$ cat src/rtl/seg_display_scheduler.sv
// seg_display_scheduler
// Shares one 4-digit seven-segment driver between four binary sources.
// Round-robin arbitration picks a winner, a 14-step double-dabble engine
// converts it to packed BCD, and the winner stays on the display for
// DWELL_CYCLES clocks before re-arbitration.
// Optional build macro SEG_BLANK_IDLE_EN: when defined, falling back to IDLE
// with no requesters blanks the display (bcd_num = 16'hFFFF) with one
// bcd_valid pulse. When undefined, IDLE keeps the last value on the display.
module seg_display_scheduler #(
    parameter int DWELL_CYCLES = 1000,
    parameter int BIN_W        = 14
) (
    input  logic               clk,
    input  logic               rstn,
    input  logic [3:0]         req,
    input  logic [4*BIN_W-1:0] bin_flat,
    input  logic               lock,
    output logic [15:0]        bcd_num,
    output logic [15:0]        displayed_number,
    output logic [1:0]         src_sel,
    output logic               bcd_valid,
    output logic               busy,
    output logic               ovf
);

    localparam int CNT_W = (DWELL_CYCLES > 1) ? $clog2(DWELL_CYCLES) : 1;

    typedef enum logic [2:0] {
        S_IDLE    = 3'd0,
        S_ARB     = 3'd1,
        S_CONVERT = 3'd2,
        S_LOAD    = 3'd3,
        S_DWELL   = 3'd4
    } state_t;

    // First set request bit after 'last', wrapping; 'last' itself is checked last.
    function automatic logic [1:0] rr_pick(input logic [3:0] r, input logic [1:0] last);
        logic [1:0] idx;
        logic       found;
        rr_pick = last;
        found   = 1'b0;
        for (int i = 1; i <= 4; i++) begin
            idx = last + 2'(i);
            if (!found && r[idx]) begin
                rr_pick = idx;
                found   = 1'b1;
            end else begin
                found   = found;
            end
        end
    endfunction

    // One double-dabble step: add 3 to every nibble >= 5, then shift {bcd,bin} left.
    function automatic logic [29:0] dd_step(input logic [15:0] bcd, input logic [13:0] bin);
        logic [15:0] adj;
        logic [29:0] cat;
        for (int k = 0; k < 4; k++) begin
            if (bcd[4*k +: 4] >= 4'd5) begin
                adj[4*k +: 4] = bcd[4*k +: 4] + 4'd3;
            end else begin
                adj[4*k +: 4] = bcd[4*k +: 4];
            end
        end
        cat     = {adj, bin};
        dd_step = {cat[28:0], 1'b0};
    endfunction

    state_t             r_state;
    state_t             w_state_nxt;
    logic [CNT_W-1:0]   r_dwell_cnt;
    logic [3:0]         r_conv_cnt;
    logic [1:0]         r_last_sel;
    logic [1:0]         r_win;
    logic [BIN_W-1:0]   r_val;
    logic               r_ovf_pend;
    logic [BIN_W-1:0]   r_bin;
    logic [15:0]        r_bcd;
    logic [15:0]        r_bcd_num;
    logic [15:0]        r_disp_num;
    logic [1:0]         r_src_sel;
    logic               r_bcd_valid;
    logic               r_busy;
    logic               r_ovf;

    logic [1:0]         w_win;
    logic [BIN_W-1:0]   w_win_raw;
    logic               w_win_sat;
    logic [BIN_W-1:0]   w_win_val;
    logic               w_dwell_done;
    logic [29:0]        w_dd;
    logic               w_load_evt;
    logic               w_blank_evt;
    logic               w_busy_nxt;

    assign w_win        = rr_pick(req, r_last_sel);
    assign w_win_raw    = bin_flat[w_win*BIN_W +: BIN_W];
    assign w_win_sat    = (w_win_raw > 14'd9999);
    assign w_win_val    = w_win_sat ? 14'd9999 : w_win_raw;
    assign w_dwell_done = !lock && (r_dwell_cnt == CNT_W'(DWELL_CYCLES - 1));
    assign w_dd         = dd_step(r_bcd, r_bin);

    // State register; reset aborts any conversion in flight.
    always_ff @(posedge clk or negedge rstn) begin
        if (!rstn) begin
            r_state <= S_IDLE;
        end else begin
            r_state <= w_state_nxt;
        end
    end

    // Next-state decode.
    always_comb begin
        w_state_nxt = r_state;
        case (r_state)
            S_IDLE: begin
                if (req != 4'b0000) w_state_nxt = S_ARB;
                else                w_state_nxt = S_IDLE;
            end
            S_ARB: begin
                if (req == 4'b0000) w_state_nxt = S_IDLE;
                else                w_state_nxt = S_CONVERT;
            end
            S_CONVERT: begin
                if (r_conv_cnt == 4'd13) w_state_nxt = S_LOAD;
                else                     w_state_nxt = S_CONVERT;
            end
            S_LOAD: begin
                w_state_nxt = S_DWELL;
            end
            S_DWELL: begin
                // A dropped request and an expiring count collapse into one ARB.
                if (!req[r_src_sel] || w_dwell_done) w_state_nxt = S_ARB;
                else                                 w_state_nxt = S_DWELL;
            end
            default: begin
                w_state_nxt = S_IDLE;
            end
        endcase
    end

    // Output-event decode: result load, optional blanking, busy level.
    always_comb begin
        w_load_evt  = 1'b0;
        w_blank_evt = 1'b0;
        w_busy_nxt  = 1'b0;
        case (r_state)
            S_LOAD: begin
                w_load_evt = 1'b1;
            end
            S_ARB: begin
`ifdef SEG_BLANK_IDLE_EN
                w_blank_evt = (req == 4'b0000);
`else
                w_blank_evt = 1'b0;
`endif
            end
            default: begin
                w_load_evt  = 1'b0;
                w_blank_evt = 1'b0;
            end
        endcase
        case (w_state_nxt)
            S_ARB, S_CONVERT, S_LOAD: w_busy_nxt = 1'b1;
            default:                  w_busy_nxt = 1'b0;
        endcase
    end

    // Dwell counter: counts DWELL cycles unless locked, cleared on leaving DWELL.
    always_ff @(posedge clk or negedge rstn) begin
        if (!rstn) begin
            r_dwell_cnt <= '0;
        end else if (r_state == S_DWELL && w_state_nxt == S_DWELL) begin
            if (!lock) r_dwell_cnt <= r_dwell_cnt + CNT_W'(1);
            else       r_dwell_cnt <= r_dwell_cnt;
        end else begin
            r_dwell_cnt <= '0;
        end
    end

    // Winner capture and the double-dabble engine; bin_flat is sampled only in ARB.
    always_ff @(posedge clk or negedge rstn) begin
        if (!rstn) begin
            r_win      <= 2'd0;
            r_val      <= '0;
            r_ovf_pend <= 1'b0;
            r_bin      <= '0;
            r_bcd      <= 16'd0;
            r_conv_cnt <= 4'd0;
            r_last_sel <= 2'd3;
        end else if (r_state == S_ARB && req != 4'b0000) begin
            r_win      <= w_win;
            r_val      <= w_win_val;
            r_ovf_pend <= w_win_sat;
            r_bin      <= w_win_val;
            r_bcd      <= 16'd0;
            r_conv_cnt <= 4'd0;
        end else if (r_state == S_CONVERT) begin
            r_bcd      <= w_dd[29:14];
            r_bin      <= w_dd[13:0];
            r_conv_cnt <= r_conv_cnt + 4'd1;
        end else if (r_state == S_LOAD) begin
            r_last_sel <= r_win;
        end else begin
            r_last_sel <= r_last_sel;
        end
    end

    // Registered display outputs; they change only on a load or a blank event.
    always_ff @(posedge clk or negedge rstn) begin
        if (!rstn) begin
            r_bcd_num   <= 16'd0;
            r_disp_num  <= 16'd0;
            r_src_sel   <= 2'd0;
            r_bcd_valid <= 1'b0;
            r_busy      <= 1'b0;
            r_ovf       <= 1'b0;
        end else begin
            r_bcd_valid <= w_load_evt | w_blank_evt;
            r_busy      <= w_busy_nxt;
            if (w_load_evt) begin
                r_bcd_num  <= r_bcd;
                r_disp_num <= {2'b00, r_val};
                r_src_sel  <= r_win;
                r_ovf      <= r_ovf_pend;
            end else if (w_blank_evt) begin
                r_bcd_num  <= 16'hFFFF;
                r_disp_num <= 16'd0;
                r_ovf      <= 1'b0;
            end else begin
                r_bcd_num  <= r_bcd_num;
            end
        end
    end

    assign bcd_num          = r_bcd_num;
    assign displayed_number = r_disp_num;
    assign src_sel          = r_src_sel;
    assign bcd_valid        = r_bcd_valid;
    assign busy             = r_busy;
    assign ovf              = r_ovf;

endmodule
$ cat config.mk
export PLATFORM = sky130hd
export DESIGN_NAME = seg_display_scheduler
export DESIGN_NICKNAME = d
export VERILOG_FILES = /design/src/rtl/seg_display_scheduler.sv
export SDC_FILE = /design/constraint.sdc
export NUM_CORES = 1
export LEC_CHECK = 0
export CAP_MARGIN = 0
export CORE_UTILIZATION = 33
export CTS_CLUSTER_SIZE = 28
export DETAILED_ROUTE_END_ITERATION = 16
export PLACE_DENSITY = 0.59
export SETUP_SLACK_MARGIN = 0.15
export SYNTH_ARGS = -nofsm -noshare
export SYNTH_HDL_FRONTEND = slang
export SYNTH_SLANG_ARGS = --single-unit
$ cat constraint.sdc
create_clock -name clk -period 5.1 [get_ports clk]
set_clock_uncertainty 0.1 [all_clocks]
set_input_delay 0.765 -clock clk [delete_from_list [all_inputs] [get_ports clk]]
set_output_delay 0.765 -clock clk [all_outputs]
set_load 0.1 [all_outputs]
==> results of run 1 <==
worst max-delay path, stage by stage:
cell and delay, ps:
clkdlybuf4s50_1 520, or2_1 150, o21ai_2 70, a211oi_4 800, buf_4 360, or2b_2 150
a22o_4 120, nand4_2 90, a311oi_1 350, nor2_1 140, or3_1 390
power groups by stage:
stage	clock (W)	combinational, W	sequential, W
4_1_cts	0.000861	0.00221	0.00128
3_3_place_gp	0	0.00218	0.00129
5_1_grt	0.000889	0.00237	0.00132
3_5_place_dp	0	0.00221	0.00130
6_report	0.000838	0.00219	0.00128
2_1_floorplan	0	0.000941	0.00201
metal layers:
layer	part of all wire [%]	vias to the layer above
met1	44	1924
met3	4.3	12
met5	0	-
met2	51	95
met4	1.2	0
li1	-	1917
logic make-up (layout without fill, tap and decap cells):
logic type               count (synthesis)  in the layout  share of synthesized area, %
AO/OA/AOI/OAI                          102            102                          13.7
buffers and inverters                   40            133                          3.77
multiplexers                            27             27                          5.88
AND/OR/NAND/NOR                        213            213                          19.2
other                                    1              2                        0.0759
XOR/XNOR                                19             19                          3.37
flip-flops                             101            101                          51.2
adder cells (fa/ha/maj)                 11             11                          2.79
layout make-up:
cell class / count / area share, %
Timing Repair Buffer: 104 / 15.9
Sequential cell: 101 / 39.3
Tap cell: 184 / 3.58
Clock buffer: 9 / 3.50
Multi-Input combinational cell: 374 / 34.7
Clock inverter: 7 / 2.26
Inverter: 13 / 0.758
metrics by stage:
step	utilization [%]	instances	power [W]
after floorplan	-	515	0.00295
after global placement	41.6	776	0.00347
after detailed placement	41.6	776	0.00350
after CTS	44.1	792	0.00436
after global routing	44.1	792	0.00458
final	44.1	792	0.00431
final timing paths:
check                            endpoint           from
min reg2reg                    bcd_num[2]     bcd_num[2]
max in group asynchronous        r_bin[6]           rstn
max                              r_bin[2]         req[2]
max reg2reg                      r_bin[2]  r_last_sel[1]
min in group asynchronous  r_dwell_cnt[5]           rstn
min                            bcd_num[2]     bcd_num[2]
sequential cells by signal, summed over array words and instances, names as in the netlist, 3 cells and up:
signal	count
r_state	3
bcd_num	16
r_val	14
r_conv_cnt	4
displayed_number	14
r_dwell_cnt	10
r_bin	14
r_bcd	16
cell usage in the layout, fill, tap and decap left out, drive strengths merged, types with 11 or more instances in the layout:
cell and instances:
nand2 121, dfrtp 99, clkdlybuf4s50 96, o21ai 41
nor2 34, a21oi 24, mux2i 23, nand3 18
inv 14, nand2b 13, ha 11
==> metrics.md, run 1 <==
| Metric | Value |
|---|---|
| R2R Setup Slk | ~1700 ps |
| Setup CP Type | input pin to register |
| Total congestion overflow | 0 |
| Fin nets | between 600 and 700 |
| Clock insertion delay at the later pin of the skew report | 340 ps |
| Sw power | 0.00204 W |
| Syn Std Cell Area | 4940 sq um |
| Final-report hold violation count | 0 |
| Sequential Power Share | 29.8% |
| DRT antenna net count | 0 |
| Ys flop type | dfrtp_1 |
| Fin crit period | between 3000 and 4000 ps |
| Combinational power share | between 50% and 60% |
| GRT met2 Usage | between 20% and 30% |
| Reg clk slew, reported paths | 70 ps |
| Placed Area | ~6100 sq um |
| Max Slew Vio Count | 0 |
| Vias in the first global route | approximately 4000 |
| Clock Tree Buf Depth | 2 |
| Routed vias | around 4000 |
| Post-synth EDFFs | 0 |
| Worst slack, placed | about 920 ps |
| Multi-input gate area | 2240 sq um |
| Worst Hold Slack | about 380 ps |
| Ant. Diodes | 0 |
| Worst slew pin tran | a little over 1000 ps |
| # hold bufs at CTS | 0 |
| Count of different cell masters after synthesis | 60 |
| Width of the die | 124 microns |
| Peak Freq | ~260 MHz |
| Placement Rows | 44 |
| Max VDD drop | between 0.2 and 0.3 mV |
| DIE AREA | around 15000 sq um |
| Seq/Total Area, Yosys | 51.2% |
| Hold Crit Depth | 2 |
| Internal | approximately 0.0023 W |
| Post-route DRC | 0 |
| Synth top area cells | dfrtp_1, nand2_1, mux2i_1 |
| Status | completed |
| Element type at the critical path start | input pin |
| Top post-synthesis cells by count | nand2_1, dfrtp_1, o21ai_0 |
| Final setup margin | between 1000 and 1500 ps |
| First-pass GRT wire length | between 15000 and 20000 microns |
| Worst setup EP type | register |
| Setup TNS Final | 0 ps |
| Final setup viols | 0 |
| Vias per cell | 4.98 |
| Yosys warning count | 0 |
| Initial antenna violation count | 0 |
| Layout cells sized above 1 | 7.73% |
| DRT Pass-1 Iters | 4 |
| Grt peak-use layer | met2 |
| Mean Syn Cell Area | approximately 9.6 sq um |
| Die H | about 120 microns |
| GP Congestion | 0.751 |
| Core area | 14600 sq um |
| Largest net degree at the start of global routing | 72 |
| DR iter-0 viols | roughly 220 |
| # Post-CTS Setup Buffers | 0 |
| GRT Util Overall | between 10 and 15% |
| Crit path required time | 5210 ps |
| Resize count post-CTS | 0 |
| HP Class | register to register |
| Routed len/inst | approximately 14 microns |
| Dominant cell type by area after synthesis | dfrtp_1 |
| FF-to-FF path depth | 10 |
| Part of the cycle the worst path needs | 74.8% |
| Power per Cell Area | 670 nW/um^2 |
| Relative slew slack | between 30% and 40% |
| Final WL | between 10000 and 15000 microns |
| Asr flop ratio synth | 100% |
| Clock power frac | between 15 and 20% |
| CTS Buf Count | 9 |
| Switching share of total power | between 40% and 50% |
| Met3 usage | 3.05% |
| Top cell type's share of synthesized area | about half |
| Initial core utilization | between 30% and 40% |
| FILL cells | between 1000 and 1500 |
| RSZ-0062 raised after global routing | no |
| Sink Count | 101 |
| Sequential cell area | roughly 2500 sq um |
| Crit Path Max Fanout | 19 |
| Design Area, Final | approximately 6400 sq um |
| P_leak | approximately 2.9 nW |
| #FFs+latches synth | 101 |
| Layout overhead on the synthesized area | 30.3% |
| Top-level I/O count | 100 |
| H-tree depth | 3 |
| Post-Syn Instances | about 510 |
| CTS tree | yes |
| CTS root buf | clkbuf_16 |
| MaxCap Viol Count | 0 |
| WP data arrival | a little under 4000 ps |
| Global-route met1 utilization | a little under a fifth |
| Post-DP HPWL | around 7900 microns |
| Top-count cell post-synth | nand2_1 |
| PortBufs | 97 |
Note: power is estimated with default switching activity, not from simulation.
==> run 2, diff against run 1 <==
PLACE_DENSITY = 0.61   (was 0.59)
clock period = 3.3 ns   (was 5.1 ns; I/O delays follow)
==> run 2 against run 1 <==
  * Critical path depth is the same
  * Utilization increased by 0.18 points
  * Clock power grew 34%
  * First-iteration DRC count is 9.5% higher
  * Routed wire length is 0.83% higher
  * Sequential share of layout area down 0.16 points
  * Total power is 54% higher
  * Setup slack lost 930 ps
  * Global-route usage is 0.36 points higher
  * Via count up 0.81%
  * Cell count rose by 1.9%
  * Critical path type unchanged
  * Critical endpoint unchanged
  * Largest cell class unchanged
==> metrics.md, run 2 (synthesized netlist as in run 1, its figures left out) <==
| Metric | Value |
|---|---|
| P_leak | 3.03 nW (+4.4%) |
| Commonest non-fill, non-tap cells in the layout | nand2_1, dfrtp_1, clkdlybuf4s50_1 |
| Worst path max stage delay | 530 ps (-270 ps) |
| Placed Area | 6140 sq um (+1.3%) |
| Power per Cell Area | 1020 nW/um^2 (+53%) |
| Crit path required time | 3420 ps (-1790 ps) |
| Ant. Diodes | 0 (unchanged) |
| Sink Count | 101 (unchanged) |
| Crit-path slowest cell | clkdlybuf4s50_1 |
| Layout cells sized above 1 | 15.6% (+7.8 points) |
| Commonest non-fill, non-tap cell in the layout | nand2_1 |
| Sequential cell area | 2530 sq um (unchanged) |
| Fin crit period | between 2000 and 3000 ps |
| FILL cells | 1419 (+2.5%) |
| # hold bufs at CTS | 0 (unchanged) |
| PortBufs | 97 (unchanged) |
| Final setup margin | 355 ps (-928 ps) |
| DRT Pass-1 Iters | 4 (unchanged) |
| Routed len/inst | 14.0 microns (-1.0%) |
| Final WL | 11300 microns (+0.83%) |
| Width of the die | 124 microns (unchanged) |
| CTS tree | yes |
| HP Class | input pin to async pin |
| Setup CP Type | input pin to register |
| Vias per cell | 4.93 (-1.1%) |
| Setup TNS Final | 0 ps (unchanged) |
| GP Congestion | 0.785 (+4.5%) |
| Placement Rows | 44 (unchanged) |
| Routed vias | 3980 (+0.81%) |
| Core area | 14600 sq um (unchanged) |
| Fin nets | 692 (+2.2%) |
| Post-route DRC | 0 (unchanged) |
| WP data arrival | 3070 ps (-860 ps) |
| Post-DP HPWL | 8190 microns (+4.2%) |
| CTS Buf Count | 9 (unchanged) |
| CTS root buf | clkbuf_16 |
| GRT Util Overall | 15.3% (+0.36 points) |
| Max Slew Vio Count | 0 (unchanged) |
| H-tree depth | 3 (unchanged) |
| RSZ-0062 raised after global routing | no |
| Worst slew pin tran | 1070 ps (+39.7 ps) |
| Tot Pwr | 0.00662 W (+54%) |
| DRT antenna net count | 0 (unchanged) |
| DIE AREA | 15500 sq um (unchanged) |
| Design Area, Final | 6460 sq um (+0.41%) |
| First-pass GRT wire length | 19200 microns (+1.8%) |
| Crit Path Max Fanout | 17 (-2) |
| Worst setup EP type | register |
| Initial core utilization | 33.9% (unchanged) |
| Relative slew slack | 28.7% (-2.6 points) |
| Max VDD drop | 0.508 mV (+69%) |
| Die H | 124 microns (unchanged) |
| Largest net degree at the start of global routing | 71 (-1.4%) |
| Final setup viols | 0 (unchanged) |
| Reg clk slew, reported paths | 70 ps (about the same) |
| Peak Freq | 340 MHz |
| Critical Path, Cell by Cell | clkdlybuf4s50_1 -> or2_1 -> o21ai_2 -> a211oi_4 -> buf_12 -> buf_12 -> mux2i_1 -> mux2i_1 -> a311oi_2 -> nor2_1 -> or3_1 |
| Clock Tree Buf Depth | 2 (unchanged) |
| Total congestion overflow | 0 (unchanged) |
| Part of the cycle the worst path needs | between 80% and 90% |
| Clock insertion delay at the later pin of the skew report | 350 ps (about the same) |
| Worst Hold Slack | 176 ps (-199 ps) |
| DR iter-0 viols | 243 (+9.5%) |
| MaxCap Viol Count | 0 (unchanged) |
| Resize count post-CTS | 0 (unchanged) |
| Initial antenna violation count | 0 (unchanged) |
| Status | completed |
| Worst slack, placed | -114 ps (-1030 ps) |
| Element type at the critical path start | input pin |
| Final-report hold violation count | 0 (unchanged) |
| Multi-input gate area | 2240 sq um (+0.28%) |
| Top-level I/O count | 100 (unchanged) |
| Vias in the first global route | 4053 (+1.8%) |
| Layout overhead on the synthesized area | 30.9% |
| # Post-CTS Setup Buffers | 0 (unchanged) |
==> run 2: worst paths after layout <==
path,cells past startpoint,slack (ps),to,startpoint
hold / removal,1,180,r_bcd[0],rstn
setup / recovery,11,350,r_bin[2],req[2]
min in group clk,2,370,bcd_num[7],bcd_num[7]
setup reg to reg,10,480,r_bin[2],r_last_sel[1]
hold reg to reg,2,370,bcd_num[7],bcd_num[7]
max in group asynchronous,2,2130,r_bcd[10],rstn
==> run 2: critical path: cells and delay by family <==
family | cells | cell delay, ps
AOI/OAI and AO/OA | 3 | 660
muxes | 2 | 370
and+or+nand+nor | 3 | 640
buffers and inverters | 3 | 880
==> run 2: where the power goes <==
part | internal, W | switching, W
clock network | 0.000609 | 0.000510
logic | 0.00110 | 0.00242
registers | 0.00169 | 0.000293
==> run 2: layout make-up <==
class | count | area share (%)
Inverter | 13 | 0.755
Multi-Input combinational cell | 374 | 34.7
Tap cell | 184 | 3.56
Sequential cell | 101 | 39.1
Timing Repair Buffer | 119 | 17.0
Clock inverter | 7 | 1.36
Clock buffer | 9 | 3.48
==> run 2: metrics by stage <==
step	util (%)	std cells
floorplan	-	515
global placement	42.1	791
detailed placement	42.1	791
CTS	44.3	807
global route	44.3	807
finish	44.3	807
==> run 2: layer usage <==
layer  vias to the layer above  part of all wire [%]  track usage [%]
met5                         -                     0                0
met4                         0                   1.3             5.17
met3                        10                   4.0             3.01
met2                        94                    49             26.5
met1                      1923                    45             19.0
li1                       1953                     -                -
